<file path="config.mk">
export PLATFORM = sky130hd
export DESIGN_NAME = decode_regfile_flat
export DESIGN_NICKNAME = d
export VERILOG_FILES = /design/src/rtl/decode_regfile_if.sv /design/src/rtl/decode_regfile.sv /design/src/flat_wrapper.sv
export SDC_FILE = /design/constraint.sdc
export NUM_CORES = 2
export LEC_CHECK = 0
export CAP_MARGIN = 20
export CORE_MARGIN = 4
export CORE_UTILIZATION = 59
export DETAILED_ROUTE_END_ITERATION = 6
export PLACE_DENSITY = 0.77
export SYNTH_ARGS = -nofsm -noshare
export SYNTH_HDL_FRONTEND = slang
export SYNTH_SLANG_ARGS = --single-unit
</file>
<file path="constraint.sdc">
create_clock -name clk -period 3.65 [get_ports clk]
set_clock_uncertainty 0.1 [all_clocks]
set_input_delay 0.73 -clock clk [delete_from_list [all_inputs] [get_ports clk]]
set_output_delay 0.73 -clock clk [all_outputs]
set_load 0.01 [all_outputs]
</file>
<file path="src/rtl/decode_regfile_if.sv">
`default_nettype none
// ============================================================================
// decode_regfile_if : fetch/write-back/execute handshake bundle for decode_regfile
// Revision: 1.0
// ============================================================================
interface decode_regfile_if #(
  parameter int XLEN = 32
);
  logic [31:0]     ir_i;
  logic            in_valid_i;
  logic            in_ready_o;
  logic            flush_i;
  logic            wr_en_i;
  logic [4:0]      wr_addr_i;
  logic [XLEN-1:0] wr_data_i;
  logic [XLEN-1:0] ra_o;
  logic [XLEN-1:0] rb_o;
  logic [XLEN-1:0] imm_o;
  logic [4:0]      rd_o;
  logic [4:0]      itype_o;
  logic            illegal_o;
  logic            out_valid_o;
  logic            out_ready_i;

  modport master (
    output ir_i, in_valid_i, flush_i, wr_en_i, wr_addr_i, wr_data_i, out_ready_i,
    input  in_ready_o, ra_o, rb_o, imm_o, rd_o, itype_o, illegal_o, out_valid_o
  );

  modport slave (
    input  ir_i, in_valid_i, flush_i, wr_en_i, wr_addr_i, wr_data_i, out_ready_i,
    output in_ready_o, ra_o, rb_o, imm_o, rd_o, itype_o, illegal_o, out_valid_o
  );
endinterface
`default_nettype wire

</file>
<file path="src/rtl/decode_regfile.sv">
`default_nettype none
// ============================================================================
// decode_regfile : RV32I format decode, NREGS-entry register file and a
//                  one-entry registered output. Option macro: DECODE_BYPASS_EN
// Revision: 1.0
// ============================================================================
module decode_regfile #(
  parameter int XLEN  = 32,
  parameter int NREGS = 32
) (
  input  logic            clk,
  input  logic            reset,
  decode_regfile_if.slave bus
);
  localparam int AW = $clog2(NREGS);

  localparam logic [4:0] FMT_NONE = 5'd0;
  localparam logic [4:0] FMT_R    = 5'd1;
  localparam logic [4:0] FMT_I    = 5'd2;
  localparam logic [4:0] FMT_S    = 5'd3;
  localparam logic [4:0] FMT_U    = 5'd4;
  localparam logic [4:0] FMT_B    = 5'd5;
  localparam logic [4:0] FMT_J    = 5'd6;

  logic [XLEN-1:0] regs [NREGS];
  logic [31:0]     ir;
  logic [4:0]      rs1;
  logic [4:0]      rs2;
  logic            wr_ok;
  logic            capture;
  logic [4:0]      fmt;
  logic [XLEN-1:0] imm;
  logic [XLEN-1:0] rs1_val;
  logic [XLEN-1:0] rs2_val;
  logic [XLEN-1:0] ra_next;
  logic [XLEN-1:0] rb_next;
  logic [4:0]      rd_next;

  logic            out_valid;
  logic [XLEN-1:0] ra_q;
  logic [XLEN-1:0] rb_q;
  logic [XLEN-1:0] imm_q;
  logic [4:0]      rd_q;
  logic [4:0]      itype_q;
  logic            illegal_q;

  assign ir    = bus.ir_i;
  assign rs1   = ir[19:15];
  assign rs2   = ir[24:20];
  assign wr_ok = bus.wr_en_i && (bus.wr_addr_i != 5'd0) && (int'(bus.wr_addr_i) < NREGS);

  always_comb begin
    fmt = FMT_NONE;
    case (ir[6:0])
      7'b0110011:                         fmt = FMT_R;
      7'b0010011, 7'b0000011, 7'b1100111: fmt = FMT_I;
      7'b0100011:                         fmt = FMT_S;
      7'b0110111, 7'b0010111:             fmt = FMT_U;
      7'b1100011:                         fmt = FMT_B;
      7'b1101111:                         fmt = FMT_J;
      default:                            fmt = FMT_NONE;
    endcase
  end

  always_comb begin
    imm = '0;
    case (fmt)
      FMT_I:   imm = {{(XLEN-12){ir[31]}}, ir[31:20]};
      FMT_S:   imm = {{(XLEN-12){ir[31]}}, ir[31:25], ir[11:7]};
      FMT_B:   imm = {{(XLEN-12){ir[31]}}, ir[7], ir[30:25], ir[11:8], 1'b0};
      FMT_U:   imm = {{(XLEN-31){ir[31]}}, ir[30:12], 12'b0};
      FMT_J:   imm = {{(XLEN-20){ir[31]}}, ir[19:12], ir[20], ir[30:21], 1'b0};
      default: imm = '0;
    endcase
  end

  // Out-of-range indices read zero rather than aliasing onto a truncated index.
  always_comb begin
    rs1_val = '0;
    rs2_val = '0;
    if ((rs1 != 5'd0) && (int'(rs1) < NREGS)) begin
      rs1_val = regs[rs1[AW-1:0]];
`ifdef DECODE_BYPASS_EN
      if (wr_ok && (bus.wr_addr_i == rs1)) rs1_val = bus.wr_data_i;
`endif
    end
    if ((rs2 != 5'd0) && (int'(rs2) < NREGS)) begin
      rs2_val = regs[rs2[AW-1:0]];
`ifdef DECODE_BYPASS_EN
      if (wr_ok && (bus.wr_addr_i == rs2)) rs2_val = bus.wr_data_i;
`endif
    end
  end

  always_comb begin
    ra_next = '0;
    rb_next = '0;
    rd_next = 5'd0;
    case (fmt)
      FMT_R: begin
        ra_next = rs1_val;
        rb_next = rs2_val;
        rd_next = ir[11:7];
      end
      FMT_I: begin
        ra_next = rs1_val;
        rb_next = imm;
        rd_next = ir[11:7];
      end
      FMT_S, FMT_B: begin
        ra_next = rs1_val;
        rb_next = rs2_val;
      end
      FMT_U, FMT_J: begin
        rb_next = imm;
        rd_next = ir[11:7];
      end
      default: ;
    endcase
  end

  always_ff @(posedge clk or negedge reset) begin
    if (!reset) begin
      for (int i = 0; i < NREGS; i++) regs[i] <= '0;
    end else if (wr_ok) begin
      regs[bus.wr_addr_i[AW-1:0]] <= bus.wr_data_i;
    end
  end

  assign bus.in_ready_o = !out_valid || bus.out_ready_i;
  assign capture        = bus.in_valid_i && bus.in_ready_o;

  // Flush wins over a same-edge capture; data is only loaded on capture.
  always_ff @(posedge clk or negedge reset) begin
    if (!reset) begin
      out_valid <= 1'b0;
      ra_q      <= '0;
      rb_q      <= '0;
      imm_q     <= '0;
      rd_q      <= 5'd0;
      itype_q   <= FMT_NONE;
      illegal_q <= 1'b0;
    end else if (bus.flush_i) begin
      out_valid <= 1'b0;
    end else if (capture) begin
      out_valid <= 1'b1;
      ra_q      <= ra_next;
      rb_q      <= rb_next;
      imm_q     <= imm;
      rd_q      <= rd_next;
      itype_q   <= fmt;
      illegal_q <= (fmt == FMT_NONE);
    end else if (bus.out_ready_i) begin
      out_valid <= 1'b0;
    end
  end

  assign bus.out_valid_o = out_valid;
  assign bus.ra_o        = ra_q;
  assign bus.rb_o        = rb_q;
  assign bus.imm_o       = imm_q;
  assign bus.rd_o        = rd_q;
  assign bus.itype_o     = itype_q;
  assign bus.illegal_o   = illegal_q;

endmodule
`default_nettype wire

</file>
<file path="src/flat_wrapper.sv">
// flat-port wrapper written by rule: the top's interface ports become plain ports
module decode_regfile_flat 
#(
  parameter int XLEN  = 32,
  parameter int NREGS = 32
)
  (clk, reset, bus_ir_i, bus_in_valid_i, bus_flush_i, bus_wr_en_i, bus_wr_addr_i, bus_wr_data_i, bus_out_ready_i, bus_in_ready_o, bus_ra_o, bus_rb_o, bus_imm_o, bus_rd_o, bus_itype_o, bus_illegal_o, bus_out_valid_o);
  decode_regfile_if #(.XLEN(XLEN)) bus_i ();
  input  logic clk;
  input  logic reset;
  input wire logic [$bits(bus_i.ir_i)-1:0] bus_ir_i;
  input wire logic [$bits(bus_i.in_valid_i)-1:0] bus_in_valid_i;
  input wire logic [$bits(bus_i.flush_i)-1:0] bus_flush_i;
  input wire logic [$bits(bus_i.wr_en_i)-1:0] bus_wr_en_i;
  input wire logic [$bits(bus_i.wr_addr_i)-1:0] bus_wr_addr_i;
  input wire logic [$bits(bus_i.wr_data_i)-1:0] bus_wr_data_i;
  input wire logic [$bits(bus_i.out_ready_i)-1:0] bus_out_ready_i;
  output wire logic [$bits(bus_i.in_ready_o)-1:0] bus_in_ready_o;
  output wire logic [$bits(bus_i.ra_o)-1:0] bus_ra_o;
  output wire logic [$bits(bus_i.rb_o)-1:0] bus_rb_o;
  output wire logic [$bits(bus_i.imm_o)-1:0] bus_imm_o;
  output wire logic [$bits(bus_i.rd_o)-1:0] bus_rd_o;
  output wire logic [$bits(bus_i.itype_o)-1:0] bus_itype_o;
  output wire logic [$bits(bus_i.illegal_o)-1:0] bus_illegal_o;
  output wire logic [$bits(bus_i.out_valid_o)-1:0] bus_out_valid_o;
  assign bus_i.ir_i = bus_ir_i;
  assign bus_i.in_valid_i = bus_in_valid_i;
  assign bus_i.flush_i = bus_flush_i;
  assign bus_i.wr_en_i = bus_wr_en_i;
  assign bus_i.wr_addr_i = bus_wr_addr_i;
  assign bus_i.wr_data_i = bus_wr_data_i;
  assign bus_i.out_ready_i = bus_out_ready_i;
  assign bus_in_ready_o = bus_i.in_ready_o;
  assign bus_ra_o = bus_i.ra_o;
  assign bus_rb_o = bus_i.rb_o;
  assign bus_imm_o = bus_i.imm_o;
  assign bus_rd_o = bus_i.rd_o;
  assign bus_itype_o = bus_i.itype_o;
  assign bus_illegal_o = bus_i.illegal_o;
  assign bus_out_valid_o = bus_i.out_valid_o;
  decode_regfile #(.XLEN(XLEN), .NREGS(NREGS)) u_core (.clk(clk), .reset(reset), .bus(bus_i));
endmodule
</file>
==> qor.yml <==
run_status:
  outcome: "finished clean"
routing:
  drt-pass1-iter-count: 6
  finalWirelength_um: 199000
  drt-initial-drc-count: 6004
  via_per_inst: 7.55
  postRouteAntennaNets: 0
  vias: 41100
  drcViolationCount: 0
  wire_per_inst_um: 36.6
finish:
  nNetsFinal: 4120
  drive_above_1_share: 0.478
  nFillCells: 6555
  area_growth_pct: 14.7
  final_cell_mix: "dfrtp_1, mux2_2, mux4_2"
  fin_cells: 5443
  layout_commonest_cell: "dfrtp_1"
power:
  p_clk_frac: 0.350
  power.share.sequential: 0.457
  ir_drop_v: 0.000412
  pwr-share-comb: 0.193
  p_sw_frac: 0.269
  power_density_mw_per_mm2: 538
  p_sw_mw: 9.70
  p_int_mw: 26.3
  p_leak_nw: 28.9
yosys:
  synthesis.area_sq_mm: 0.0584
  synth_ff_type: "dfrtp_1"
  synth_cell_types: 75
  postSynthAreaPerCell_sq_um: 14.8
  ys_seq_area_frac: 0.484
  async_flop_share: 1.00
  synth_cells: 3933
  yosys_warnings: 0
  synth_seq_cells: 1130
  synth-edff-count: 0
timing:
  slew_violations: 0
  fmax_mhz: 311
  slew_headroom: 0.240
  fin_ws_ns: 0.432
  period_share: 0.882
  setup_viol: 0
  rsz0062_at_grt: "false"
  hold_viol_final: 0
  worst_pin_slew_ns: 1.14
  fin_crit_ns: 3.22
clocking:
  clk-insertion-delay-late_ns: 0.70
  cts_buffer_depth: 3
  cts_made_buffers: 114
  path_clk_slew_ns: 0.06
  clkSinkCount: 1130
  cts-resized-gates: 0
  ctsHtreeMaxLevel: 3
  cts_tree: "done"
  root_buffer: "clkbuf_16"
  post_cts_buffers: 0
  hold_buffers: 1
grt:
  grt_pass1_wl_um: 290000
  grt_max_degree: 87
  grt_pass1_vias: 41300
  track_usage: 0.386
  antenna_found_initial: 14
  grt_overflow_total: 0
setup_path:
  cp.required_ns: 4.18
  critPathBufInv: 2
  slowest_delay_ns: 0.94
  cp_slowest_cell: "nor4_2"
  worstPathArrival_ns: 3.74
  path_class: "primary input to flip-flop"
  r2r_slack_ns: 1.14
  crit_fanout: 12
  worstSetupEndpointType: "flip-flop"
  worstPathCellList: "clkdlybuf4s50_1, a21boi_0, o311a_1, nand2_1, buf_4, nor4_2, a221o_1"
  crit_family: "compound AO/OA/AOI/OAI gates"
  start_kind: "primary input"
floorplan:
  num_rows: 115
  die_w_um: 323
  core-area_sq_mm: 0.0983
  io_pins: 184
  die_y_um: 323
  start_util: 0.594
  die-area_sq_mm: 0.104
min_path:
  min_path_type: "flip-flop to flip-flop"
placed_design:
  io_buffers: 181
  gp_congestion: 0.925
  post-place-ws_ns: -0.0121
  dp.cells: 5212
  hpwl_um: 120000
job:
  drv_cap: 0
power groups by stage:
stage / sequential [mW] / clock (mW) / combinational, mW
floorplan: 15.9 / 0 / 5.01
global placement: 16.4 / 0 / 6.60
detailed placement: 16.5 / 0 / 6.80
CTS: 16.3 / 12.6 / 6.86
global route: 16.6 / 13.2 / 7.34
finish: 16.5 / 12.6 / 6.93
layout make-up:
type / count / area [sq um] / share of cell area
repair buffers: 425 / 4670 / 0.0698
flip-flops and latches: 1130 / 28300 / 0.422
well taps: 1287 / 1610 / 0.0240
clock buffers: 162 / 3400 / 0.0508
multi-input cells: 2370 / 28300 / 0.423
clock inverters: 53 / 629 / 0.00940
inverters: 4 / 15.0 / 0.000224
diodes: 12 / 30.0 / 0.000448
metrics by stage:
stage	power, mW	TNS, ns	area (sq um)	hold slack [ns]	utilization
floorplan	20.9	0	58400	0.325	-
global placement	23.0	-0.660	62800	0.268	0.639
detailed placement	23.3	-0.0121	62800	0.266	0.639
CTS	35.8	0	66900	0.277	0.680
global route	37.2	0	66900	0.296	0.681
finish	36.0	0	67000	0.281	0.681
per-layer routing:
| metal | vias up | track usage | routed length, um |
|---|---|---|---|
| met4 | 4 | 0.187 | 11300 |
| li1 | 15500 | - | - |
| met1 | 21800 | 0.532 | 73900 |
| met3 | 682 | 0.135 | 27900 |
| met5 | - | 0 | 32 |
| met2 | 3173 | 0.552 | 86100 |
Yosys cell counts, types with 29 or more instances:
master,instances,area share
clkbuf_1,256,0.016
o22ai_1,56,0.0060
buf_1,61,0.0039
nand2_1,139,0.0089
dfrtp_1,1130,0.48
a22o_1,54,0.0081
buf_2,76,0.0065
mux4_2,459,0.18
a22oi_1,69,0.0089
a211oi_1,29,0.0037
mux2i_1,98,0.017
nand3_1,39,0.0033
a21oi_1,55,0.0047
o21ai_0,30,0.0026
nor2_1,49,0.0032
mux2_2,1006,0.19
path summary, 6_finish.rpt:
kind,start,endpoint,cells past startpoint
worst min-delay path,u_core.regs[1013],u_core.regs[1013],0
worst min register to register,u_core.regs[1013],u_core.regs[1013],0
worst max-delay path,bus_ir_i[4],u_core.bus.rb_o[18],7
worst max register to register,u_core.bus.out_valid_o,u_core.bus.rb_o[18],6
max in group asynchronous,reset,u_core.regs[307],4
min in group asynchronous,reset,u_core.regs[392],2
worst register-to-register path: cells and delay by family, from the launching register on:
family	cells	cell delay, ns
AND/OR/NAND/NOR	4	1.51
AO/OA/AOI/OAI	1	0.22
buffers and inverters	1	0.25
flip-flops	1	0.37
cells by family (layout without fill, tap and decap cells):
group / count (synthesis) / in the layout / synth area share
multiplexers: 1587 / 1587 / 0.399
flip-flops: 1130 / 1130 / 0.484
AO/OA/AOI/OAI: 437 / 437 / 0.0542
buffers and inverters: 434 / 644 / 0.0343
AND/OR/NAND/NOR: 343 / 343 / 0.0282
other: 1 / 14 / 0.0000642
XOR/XNOR: 1 / 1 / 0.000150
flip-flops by register name (all words and copies together), names as in the netlist:
| register | flops |
|---|---|
| u_core.regs | 1024 |
| u_core.bus.imm_o | 32 |
| u_core.bus.ra_o | 32 |
| u_core.bus.rb_o | 32 |
| u_core.bus.rd_o | 5 |
| u_core.bus.itype_o | 3 |
| u_core.bus.illegal_o | 1 |
| u_core.bus.out_valid_o | 1 |
No activity file was read; power rests on OpenSTA's default activity.
